## config.mk

```make
export PLATFORM = sky130hd
export DESIGN_NAME = hamming_dp_cmd_issuer_flat
export DESIGN_NICKNAME = d
export VERILOG_FILES = /design/src/rtl/hamming_dp_cmd_issuer_if.sv /design/src/rtl/hamming_dp_cmd_issuer.sv /design/src/flat_wrapper.sv
export SDC_FILE = /design/constraint.sdc
export NUM_CORES = 1
export LEC_CHECK = 0
export CAP_MARGIN = 20
export CORE_AREA = 2 2 92 94
export CTS_CLUSTER_DIAMETER = 30
export DETAILED_ROUTE_END_ITERATION = 10
export DIE_AREA = 0 0 94 96
export PLACE_DENSITY = 0.78
export SETUP_SLACK_MARGIN = 0.3
export SLEW_MARGIN = 20
export SYNTH_ARGS = -nofsm -noshare
export SYNTH_HDL_FRONTEND = slang
export SYNTH_SLANG_ARGS = --single-unit
```

## constraint.sdc

```tcl
create_clock -name clk -period 2.41 [get_ports clk]
set_input_delay 0.6025 -clock clk [delete_from_list [all_inputs] [get_ports clk]]
set_output_delay 0.6025 -clock clk [all_outputs]
set_load 0.02 [all_outputs]
```

## src/rtl/hamming_dp_cmd_issuer_if.sv

```systemverilog
// hamming_dp_cmd_issuer_if: command, dual memory port and response signals of the issuer
interface hamming_dp_cmd_issuer_if #(
    parameter int ADDR_W = 4,
    parameter int DATA_W = 8
);
    logic              cmd_valid;
    logic              cmd_ready;
    logic              cmd_port;
    logic [1:0]        cmd_op;
    logic [ADDR_W-1:0] cmd_addr;
    logic [DATA_W-1:0] cmd_wdata;
    logic              a_en;
    logic              a_we;
    logic [ADDR_W-1:0] a_addr;
    logic [DATA_W-1:0] a_wdata;
    logic [DATA_W-1:0] a_rdata;
    logic              b_en;
    logic              b_we;
    logic [ADDR_W-1:0] b_addr;
    logic [DATA_W-1:0] b_wdata;
    logic [DATA_W-1:0] b_rdata;
    logic              rsp_valid;
    logic              rsp_port;
    logic [DATA_W-1:0] rsp_data;
    logic              busy;
    logic              illegal_op;

    modport master (
        output cmd_valid, cmd_port, cmd_op, cmd_addr, cmd_wdata, a_rdata, b_rdata,
        input  cmd_ready, a_en, a_we, a_addr, a_wdata, b_en, b_we, b_addr, b_wdata,
        input  rsp_valid, rsp_port, rsp_data, busy, illegal_op
    );

    modport slave (
        input  cmd_valid, cmd_port, cmd_op, cmd_addr, cmd_wdata, a_rdata, b_rdata,
        output cmd_ready, a_en, a_we, a_addr, a_wdata, b_en, b_we, b_addr, b_wdata,
        output rsp_valid, rsp_port, rsp_data, busy, illegal_op
    );
endinterface

```

## src/rtl/hamming_dp_cmd_issuer.sv

```systemverilog
// hamming_dp_cmd_issuer: FIFO-buffered command issuer driving both ports of the dual-port memory
module hamming_dp_cmd_issuer #(
    parameter int ADDR_W = 4,
    parameter int DATA_W = 8,
    parameter int DEPTH  = 4,
    parameter int RD_LAT = 1
) (
    input logic clk,
    input logic rst_n,
    hamming_dp_cmd_issuer_if.slave bus
);
    localparam int PW = $clog2(DEPTH);
    localparam int EW = 3 + ADDR_W + DATA_W;
    localparam logic [1:0] OP_WR  = 2'd0;
    localparam logic [1:0] OP_RD  = 2'd1;
    localparam logic [1:0] OP_ILL = 2'd3;
    localparam logic [1:0] LAT    = 2'(RD_LAT);

    typedef enum logic [1:0] {IDLE, ISSUE, RD_WAIT} state_t;

    logic [EW-1:0]     fifo_q [DEPTH];
    logic [PW-1:0]     wr_ptr_q, rd_ptr_q;
    logic [PW:0]       count_q;
    logic              push, pop;
    logic              head_port;
    logic [1:0]        head_op;
    logic [ADDR_W-1:0] head_addr;
    logic [DATA_W-1:0] head_wdata;
    logic              illegal_q;

    state_t            state_q;
    logic              rd_q, port_q, rsp_valid_q;
    logic [1:0]        cnt_q;
    logic              a_en_q, a_we_q, b_en_q, b_we_q;
    logic [ADDR_W-1:0] a_addr_q, b_addr_q;
    logic [DATA_W-1:0] a_wdata_q, b_wdata_q;

    // A new head is popped whenever the FSM is free to issue: idle, after a non-read, or on the last read-wait cycle
    assign push = bus.cmd_valid && bus.cmd_ready;
    assign pop  = (count_q != '0) && (state_q == IDLE || (state_q == ISSUE && !rd_q) ||
                                      (state_q == RD_WAIT && cnt_q == 2'd1));
    assign {head_port, head_op, head_addr, head_wdata} = fifo_q[rd_ptr_q];

    assign bus.cmd_ready  = count_q != (PW+1)'(DEPTH);
    assign bus.busy       = (count_q != '0) || (state_q != IDLE);
    assign bus.illegal_op = illegal_q;
    assign bus.a_en       = a_en_q;
    assign bus.a_we       = a_we_q;
    assign bus.a_addr     = a_addr_q;
    assign bus.a_wdata    = a_wdata_q;
    assign bus.b_en       = b_en_q;
    assign bus.b_we       = b_we_q;
    assign bus.b_addr     = b_addr_q;
    assign bus.b_wdata    = b_wdata_q;
    assign bus.rsp_valid  = rsp_valid_q;
    assign bus.rsp_port   = port_q;
    // Read data is only valid on the response cycle itself, so it is muxed straight through
    assign bus.rsp_data   = rsp_valid_q ? (port_q ? bus.b_rdata : bus.a_rdata) : '0;

    // Command storage; contents need no reset since the pointers define validity
    always_ff @(posedge clk) begin
        if (push) fifo_q[wr_ptr_q] <= {bus.cmd_port, bus.cmd_op, bus.cmd_addr, bus.cmd_wdata};
    end

    // FIFO pointers, occupancy and the sticky illegal-op flag
    always_ff @(posedge clk or negedge rst_n) begin
        if (!rst_n) begin
            wr_ptr_q  <= '0;
            rd_ptr_q  <= '0;
            count_q   <= '0;
            illegal_q <= 1'b0;
        end else begin
            if (push) wr_ptr_q <= wr_ptr_q + 1'b1;
            if (pop) rd_ptr_q <= rd_ptr_q + 1'b1;
            count_q   <= count_q + (PW+1)'(push) - (PW+1)'(pop);
            illegal_q <= illegal_q | (push && bus.cmd_op == OP_ILL);
        end
    end

    // Issue FSM: strobes are registered on the edge that pops, so they show during the ISSUE cycle
    always_ff @(posedge clk or negedge rst_n) begin
        if (!rst_n) begin
            state_q     <= IDLE;
            rd_q        <= 1'b0;
            port_q      <= 1'b0;
            cnt_q       <= '0;
            rsp_valid_q <= 1'b0;
            a_en_q      <= 1'b0;
            a_we_q      <= 1'b0;
            a_addr_q    <= '0;
            a_wdata_q   <= '0;
            b_en_q      <= 1'b0;
            b_we_q      <= 1'b0;
            b_addr_q    <= '0;
            b_wdata_q   <= '0;
        end else begin
            a_en_q      <= 1'b0;
            a_we_q      <= 1'b0;
            b_en_q      <= 1'b0;
            b_we_q      <= 1'b0;
            rsp_valid_q <= 1'b0;
            if (pop) begin
                state_q <= ISSUE;
                rd_q    <= head_op == OP_RD;
                port_q  <= head_port;
                if (head_op == OP_WR || head_op == OP_RD) begin
                    if (head_port) begin
                        b_en_q   <= 1'b1;
                        b_we_q   <= head_op == OP_WR;
                        b_addr_q <= head_addr;
                        if (head_op == OP_WR) b_wdata_q <= head_wdata;
                    end else begin
                        a_en_q   <= 1'b1;
                        a_we_q   <= head_op == OP_WR;
                        a_addr_q <= head_addr;
                        if (head_op == OP_WR) a_wdata_q <= head_wdata;
                    end
                end
            end else if (state_q == ISSUE && rd_q) begin
                state_q     <= RD_WAIT;
                cnt_q       <= LAT;
                rsp_valid_q <= LAT == 2'd1;
            end else if (state_q == RD_WAIT && cnt_q != 2'd1) begin
                cnt_q       <= cnt_q - 2'd1;
                rsp_valid_q <= cnt_q == 2'd2;
            end else begin
                state_q <= IDLE;
            end
        end
    end
endmodule

```

## src/flat_wrapper.sv

```systemverilog
// flat-port wrapper written by rule: the top's interface ports become plain ports
module hamming_dp_cmd_issuer_flat 
#(
    parameter int ADDR_W = 4,
    parameter int DATA_W = 8,
    parameter int DEPTH  = 4,
    parameter int RD_LAT = 1
)
  (clk, rst_n, bus_cmd_valid, bus_cmd_port, bus_cmd_op, bus_cmd_addr, bus_cmd_wdata, bus_a_rdata, bus_b_rdata, bus_cmd_ready, bus_a_en, bus_a_we, bus_a_addr, bus_a_wdata, bus_b_en, bus_b_we, bus_b_addr, bus_b_wdata, bus_rsp_valid, bus_rsp_port, bus_rsp_data, bus_busy, bus_illegal_op);
  hamming_dp_cmd_issuer_if #(.ADDR_W(ADDR_W), .DATA_W(DATA_W)) bus_i ();
  input logic clk;
  input logic rst_n;
  input wire logic [$bits(bus_i.cmd_valid)-1:0] bus_cmd_valid;
  input wire logic [$bits(bus_i.cmd_port)-1:0] bus_cmd_port;
  input wire logic [$bits(bus_i.cmd_op)-1:0] bus_cmd_op;
  input wire logic [$bits(bus_i.cmd_addr)-1:0] bus_cmd_addr;
  input wire logic [$bits(bus_i.cmd_wdata)-1:0] bus_cmd_wdata;
  input wire logic [$bits(bus_i.a_rdata)-1:0] bus_a_rdata;
  input wire logic [$bits(bus_i.b_rdata)-1:0] bus_b_rdata;
  output wire logic [$bits(bus_i.cmd_ready)-1:0] bus_cmd_ready;
  output wire logic [$bits(bus_i.a_en)-1:0] bus_a_en;
  output wire logic [$bits(bus_i.a_we)-1:0] bus_a_we;
  output wire logic [$bits(bus_i.a_addr)-1:0] bus_a_addr;
  output wire logic [$bits(bus_i.a_wdata)-1:0] bus_a_wdata;
  output wire logic [$bits(bus_i.b_en)-1:0] bus_b_en;
  output wire logic [$bits(bus_i.b_we)-1:0] bus_b_we;
  output wire logic [$bits(bus_i.b_addr)-1:0] bus_b_addr;
  output wire logic [$bits(bus_i.b_wdata)-1:0] bus_b_wdata;
  output wire logic [$bits(bus_i.rsp_valid)-1:0] bus_rsp_valid;
  output wire logic [$bits(bus_i.rsp_port)-1:0] bus_rsp_port;
  output wire logic [$bits(bus_i.rsp_data)-1:0] bus_rsp_data;
  output wire logic [$bits(bus_i.busy)-1:0] bus_busy;
  output wire logic [$bits(bus_i.illegal_op)-1:0] bus_illegal_op;
  assign bus_i.cmd_valid = bus_cmd_valid;
  assign bus_i.cmd_port = bus_cmd_port;
  assign bus_i.cmd_op = bus_cmd_op;
  assign bus_i.cmd_addr = bus_cmd_addr;
  assign bus_i.cmd_wdata = bus_cmd_wdata;
  assign bus_i.a_rdata = bus_a_rdata;
  assign bus_i.b_rdata = bus_b_rdata;
  assign bus_cmd_ready = bus_i.cmd_ready;
  assign bus_a_en = bus_i.a_en;
  assign bus_a_we = bus_i.a_we;
  assign bus_a_addr = bus_i.a_addr;
  assign bus_a_wdata = bus_i.a_wdata;
  assign bus_b_en = bus_i.b_en;
  assign bus_b_we = bus_i.b_we;
  assign bus_b_addr = bus_i.b_addr;
  assign bus_b_wdata = bus_i.b_wdata;
  assign bus_rsp_valid = bus_i.rsp_valid;
  assign bus_rsp_port = bus_i.rsp_port;
  assign bus_rsp_data = bus_i.rsp_data;
  assign bus_busy = bus_i.busy;
  assign bus_illegal_op = bus_i.illegal_op;
  hamming_dp_cmd_issuer #(.ADDR_W(ADDR_W), .DATA_W(DATA_W), .DEPTH(DEPTH), .RD_LAT(RD_LAT)) u_core (.clk(clk), .rst_n(rst_n), .bus(bus_i));
endmodule
```

-- Word-level counts from Yosys, hierarchy flattened
Memories as Yosys holds them, arrays and structs flattened.
Index checks and enable logic that the tools add are counted.
- mux-type cells: 24
- reductions and logical operators: 22
- add/sub/neg operators: 5
- bitwise operators: 3
- equality and inequality tests: 9
- operators by type and width (kind ; count):
    1-bit two-way mux ; 17
    8-bit two-way mux ; 2
    2-bit two-way mux ; 5
    4-bit AND reduction ; 2
    1-bit logical AND ; 7
    2-bit by 1-bit == test with 1-bit output (second input constant) ; 3
    2-bit == test (second input constant) ; 3
    3-bit AND reduction ; 2
    2-bit by 1-bit adder with 2-bit output (second input constant) ; 2
    2-bit zero test ; 2
    1-bit logical OR ; 4
    2-bit nonzero test ; 2
    3-bit by 1-bit adder with 3-bit output ; 1
    3-bit by 1-bit != test with 1-bit output (second input constant) ; 1
    3-bit != test (second input constant) ; 1
    3-bit nonzero test ; 1
    3-bit by 1-bit subtractor with 3-bit output ; 1
    2-bit by 1-bit != test with 1-bit output (second input constant) ; 1
    1-bit inverter ; 2
    2-bit AND reduction ; 1
    2-bit by 1-bit subtractor with 2-bit output (second input constant) ; 1
    1-bit zero test ; 1
    1-bit bitwise OR ; 1
- bits in registers: 43
- logic and storage cells: 81
- memories kept: 1
- input bits: 34
- bits in writable memories: 60
- output and inout bits: 41
- memories (name ; depth ; bits a word ; read ports ; clocked after Yosys merged registers in ; wr ports ; RTL line ; source):
    u_core.fifo_q ; 4 ; 15 ; 1 ; 0 ; 1 ; hamming_dp_cmd_issuer.sv:21 ; logic [EW-1:0] fifo_q [DEPTH];

-- Longest topological paths before layout
- depth in word-level cells: 7
- mapped depth: 11
- mapped depth without buffers: 11

-- Worst setup path after synthesis
Ideal clock, no wire load.
- kind: reg2reg
- start: register u_core.cnt_q[1]
- end: register u_core.count_q[2]
- library setup time: 0.125 ns
- buffers on the path: 0
- path slack: 0.258 ns
- data arrival time: 2.027 ns
- cell stages (with the launch flop): 12
- period minus slack after synthesis: 2.152 ns
- required time: 2.285 ns
- cells stage by stage: dfrtp_1 -> inv_1 -> ha_1 -> nand2b_1 -> a21o_1 -> nor2_1 -> a31o_2 -> ha_1 -> inv_1 -> fa_1 -> xnor2_1 -> xnor2_1
- longest elaborated chain between the ends: 5
- ends and longest elaborated chain (item ; RTL line ; source):
    from (decl) ; hamming_dp_cmd_issuer.sv:33 ; logic [1:0] cnt_q;
    from (signal assigned) ; hamming_dp_cmd_issuer.sv:124 ; cnt_q <= cnt_q - 2'd1;
    2-bit by 1-bit == test with 1-bit output ; hamming_dp_cmd_issuer.sv:41 ; (state_q == RD_WAIT && cnt_q == 2'd1));
    1-bit logical AND ; hamming_dp_cmd_issuer.sv:41 ;
    1-bit logical OR ; hamming_dp_cmd_issuer.sv:40 ; assign pop = (count_q != '0) && (state_q == IDLE || (state_q == ISSUE && !rd_q) ||
    1-bit logical AND ; hamming_dp_cmd_issuer.sv:40 ;
    3-bit by 1-bit subtractor with 3-bit output ; hamming_dp_cmd_issuer.sv:75 ; count_q <= count_q + (PW+1)'(push) - (PW+1)'(pop);
    to (signal assigned) ; hamming_dp_cmd_issuer.sv:75 ;
    to (decl) ; hamming_dp_cmd_issuer.sv:23 ; logic [PW:0] count_q;
Every way passes these cells.
A chain may end at the register's enable or synchronous reset.

-- Worst setup path after layout
- start: register u_core.state_q[1]
- end: register u_core.count_q[2]
- longest elaborated chain between the ends: 6
- elaborated cells on any way between the ends: 9
- those cells by class: 1 x add/sub; 2 x eq/ne; 6 x reduce/logical
- ends and longest elaborated chain (item ; RTL line ; source):
    from (decl) ; hamming_dp_cmd_issuer.sv:31 ; state_t state_q;
    from (signal assigned) ; hamming_dp_cmd_issuer.sv:83 ; state_q <= IDLE;
    from (signal assigned) ; hamming_dp_cmd_issuer.sv:103 ; state_q <= ISSUE;
    from (signal assigned) ; hamming_dp_cmd_issuer.sv:120 ; state_q <= RD_WAIT;
    2-bit by 1-bit == test with 1-bit output ; hamming_dp_cmd_issuer.sv:40 ;
    1-bit logical AND ; hamming_dp_cmd_issuer.sv:40 ;
    1-bit logical OR ; hamming_dp_cmd_issuer.sv:40 ;
    1-bit logical OR * ; hamming_dp_cmd_issuer.sv:40 ;
    1-bit logical AND * ; hamming_dp_cmd_issuer.sv:40 ;
    3-bit by 1-bit subtractor with 3-bit output * ; hamming_dp_cmd_issuer.sv:75 ;
Mark *: on every way between the ends. The rest lies on a longest branch, timed or not.

==> out/qor.csv <==
metric;value;unit
internal power;0.00442;W
worst reg-to-reg path cell count;9;
cell at the slowest stage of the critical path;dfrtp_1;
simple-gate share of the synthesized area;0.0465;
Placed Cells;411;
register bit total from synthesis;103;
CTS Hold Bufs;0;
Clock Path Buffers;2;
Setup TNS;0;ns
fin cells;437;
via count of the routed design;2236;
synthesized instance count;227;
Worst-path clk slew;0.10;ns
share of cells above drive strength 1;0.298;
WL per Instance;16.8;um
Via density;5.12;
final wirelength;7.35;mm
CTS tree;yes;
sequential power share;0.407;
worst path cell trace;a21o_1 > a21o_1 > nor2_4 > a31o_2 > ha_1 > inv_1 > fa_2 > xnor2_1 > xnor2_1;
Ant. Diodes;0;
launching point of the worst reg2reg path;u_core.state_q[1];
Setup-failing EPs final;0;
WS Path Type;reg -> reg;
Root Driver;clkbuf_8;
power per cell area;1270;nW/um^2
Port Buf Inserts;74;
status;finished, final reports clean;
DRC Markers;0;
main area contributors after synthesis;edfxtp_1 (44%), dfrtp_1 (26%), mux4_2 (8.3%);
Die ar.;9020;um^2
CTS Buf Count;9;
CTS Sinks;103;
clock latency at the later pin of the worst-skew pair;0.35;ns
worst hold path type;in -> async;
TritonRoute pass-1 iters;5;
IO Pins;75;
MaxCap Viol Count;0;
leading area contributor after synthesis;edfxtp_1;
Final period util;0.857;
routability cong.;0.727;
sequential cell area fraction in the yosys report;0.704;
Tot Pwr;0.00669;W
crit path DAT;2.35;ns
end of the worst register-to-register path;u_core.count_q[2];
Final min period;2.07;ns
GRT Util Overall;0.177;
post-route ant nets;0;
DPL Wire Length;4.87;mm
crit-path max cell delay;0.46;ns
top_reg_cell synth;edfxtp_1;
crit end category;flop;
Switch Pwr;0.00227;W
fin nets;369;
die width;94;um
Sw Share;0.340;
first-pass GRT wire length;11.7;mm
Die Span Y;96;um
VDD IR-drop max;0.630;mV
Max-Slew Margin vs Limit;0.712;
num rows;33;
synth-to-layout area growth;28.5;%
core footprint;8050;um^2
RSZ-0062 raised after global routing;true;
Yosys warning total;0;
total gr overflow;0;
Max Slew Vio Count;0;
Post-Synth XOR/XNOR Area;0.0107;
Logic pwr share;0.451;
Layout Skew;0.0106;ns
Max Fanout on Critical Path;8;
Worst EP required;2.69;ns
Post-synth top cells;edfxtp_1 (60), dfrtp_1 (43), mux2_2 (25), mux4_2 (15), inv_1 (10);
Syn Nets;269;
post-synth top area share;0.441;
Max H-tree Level;3;
clock power share;0.142;
reg2reg setup slack;0.34;ns
Worst Path Buf+Inv;1;
main combinational cell family by area after synthesis;multiplexers;
Starting Density;0.508;
ys async rst share;0.417;
pin count of the biggest net entering global routing;26;
count leader, synth;edfxtp_1;
crit path launch type;flop;
Tightest Pin Transition;0.432;ns
initial drt markers;86;
leakage;2.10;nW
synthesized area per cell;18.0;um^2
Post-synth EDFFs;60;
Mapped Area;4090;um^2
vias in the first global route;2323;
number of hold violations in the final report;0;
initial antenna violation count;0;
Peak Freq;0.484;GHz
multiplexer share of the synthesized area;0.171;
adder-cell share of the synthesized area;0.0263;
synth unique cells;31;
delay-heaviest family, CP;compound AO/OA/AOI/OAI gates;
Synth Area in Compound Gates;0.0248;
what timing repair did:
item,CTS,global route
gates resized for setup,34,15
gates cloned,0,0
pin swaps,0,3
setup endpoints to repair,28,28
setup buffers,5,5
metal layers:
metal	vias to the layer above	part of all wire	GRT usage
li1	1050	-	-
met1	1105	0.44	0.232
met2	69	0.49	0.290
met3	12	0.058	0.0493
met4	0	0.019	0.0543
met5	-	0	0
sequential cells by signal (all words and copies together), names as in the netlist, 2 cells and up:
name and count:
u_core.bus.a_wdata 8, u_core.wr_ptr_q 2, u_core.fifo_q 60, u_core.cnt_q 2
u_core.bus.b_wdata 8, u_core.count_q 3, u_core.bus.a_addr 4, u_core.bus.b_addr 4
u_core.rd_ptr_q 2, u_core.state_q 2
area by class of cell:
cell class,count,area (um^2)
flip-flops and latches,103,2880
multi-input cells,108,1160
clock inverters,4,30.0
clock buffers,12,145
fillers,592,2800
repair buffers,95,865
well taps,105,131
inverters,10,37.5
placed cells by master, fill, tap and decap left out, drive strengths merged:
cell type | synthesis | layout
a211oi | 1 | 1
a21o | 2 | 2
a21oi | 2 | 2
a22o | 1 | 1
a31o | 2 | 2
and2 | 1 | 1
and3 | 4 | 4
buf | 2 | 29
clkbuf | 4 | 14
clkdlybuf4s50 | 0 | 61
clkinv | 0 | 2
clkinvlp | 0 | 1
dfrtp | 43 | 43
dlygate4sd2 | 0 | 1
dlymetal6s2s | 0 | 2
edfxtp | 60 | 60
fa | 1 | 1
ha | 7 | 7
inv | 10 | 11
mux2 | 25 | 25
mux2i | 8 | 8
mux4 | 15 | 15
nand2 | 10 | 10
nand2b | 1 | 1
nand3 | 1 | 1
nand3b | 1 | 1
nor2 | 6 | 6
nor2b | 8 | 8
nor3 | 2 | 2
o21ai | 3 | 3
o221ai | 1 | 1
o22ai | 1 | 1
xnor2 | 5 | 5
power by group through the flow:
stage	sequential, W	clock (W)	combinational (W)
final	0.00272	0.000953	0.00301
after global routing	0.00279	0.00106	0.00327
after CTS	0.00272	0.000992	0.00294
after detailed placement	0.00277	0	0.00289
after global placement	0.00274	0	0.00282
after floorplan	0.00299	0	0.00155
metrics by stage:
step | setup slack [ns] | util | hold WS [ns] | area, um^2
after floorplan | 0.300 | - | 0.307 | 4090
after global placement | -0.0590 | 0.622 | 0.457 | 5010
after detailed placement | -0.0753 | 0.622 | 0.463 | 5010
after CTS | 0.214 | 0.646 | 0.174 | 5200
after global routing | 0.182 | 0.653 | 0.191 | 5260
final | 0.344 | 0.653 | 0.184 | 5260
kinds of logic (layout without fill, tap and decap cells):
group / after synthesis / after routing
simple gates: 34 / 34
buf+inv: 16 / 121
fa+ha+maj: 8 / 8
flops: 103 / 103
mux: 48 / 48
compound gates: 13 / 13
xor+xnor: 5 / 5
worst max-delay path by stage:
stage / cells past startpoint / start / to / slack [ns]
final: 9 / u_core.state_q[1] / u_core.count_q[2] / 0.34
after global routing: 11 / u_core.cnt_q[1] / u_core.count_q[2] / 0.18
after CTS: 4 / bus_b_rdata[5] / bus_rsp_data[5] / 0.21
after detailed placement: 4 / bus_b_rdata[5] / bus_rsp_data[5] / -0.08
after global placement: 4 / bus_b_rdata[5] / bus_rsp_data[5] / -0.06
after floorplan: 11 / u_core.cnt_q[1] / u_core.count_q[2] / 0.30
worst register-to-register path: stages (launching register included):
cell and delay (ns):
dfrtp_1 0.46, a21o_1 0.23, a21o_1 0.24, nor2_4 0.13
a31o_2 0.11, ha_1 0.13, inv_1 0.05, fa_2 0.33
xnor2_1 0.18, xnor2_1 0.13
Note: power is estimated with default switching activity, not from simulation.
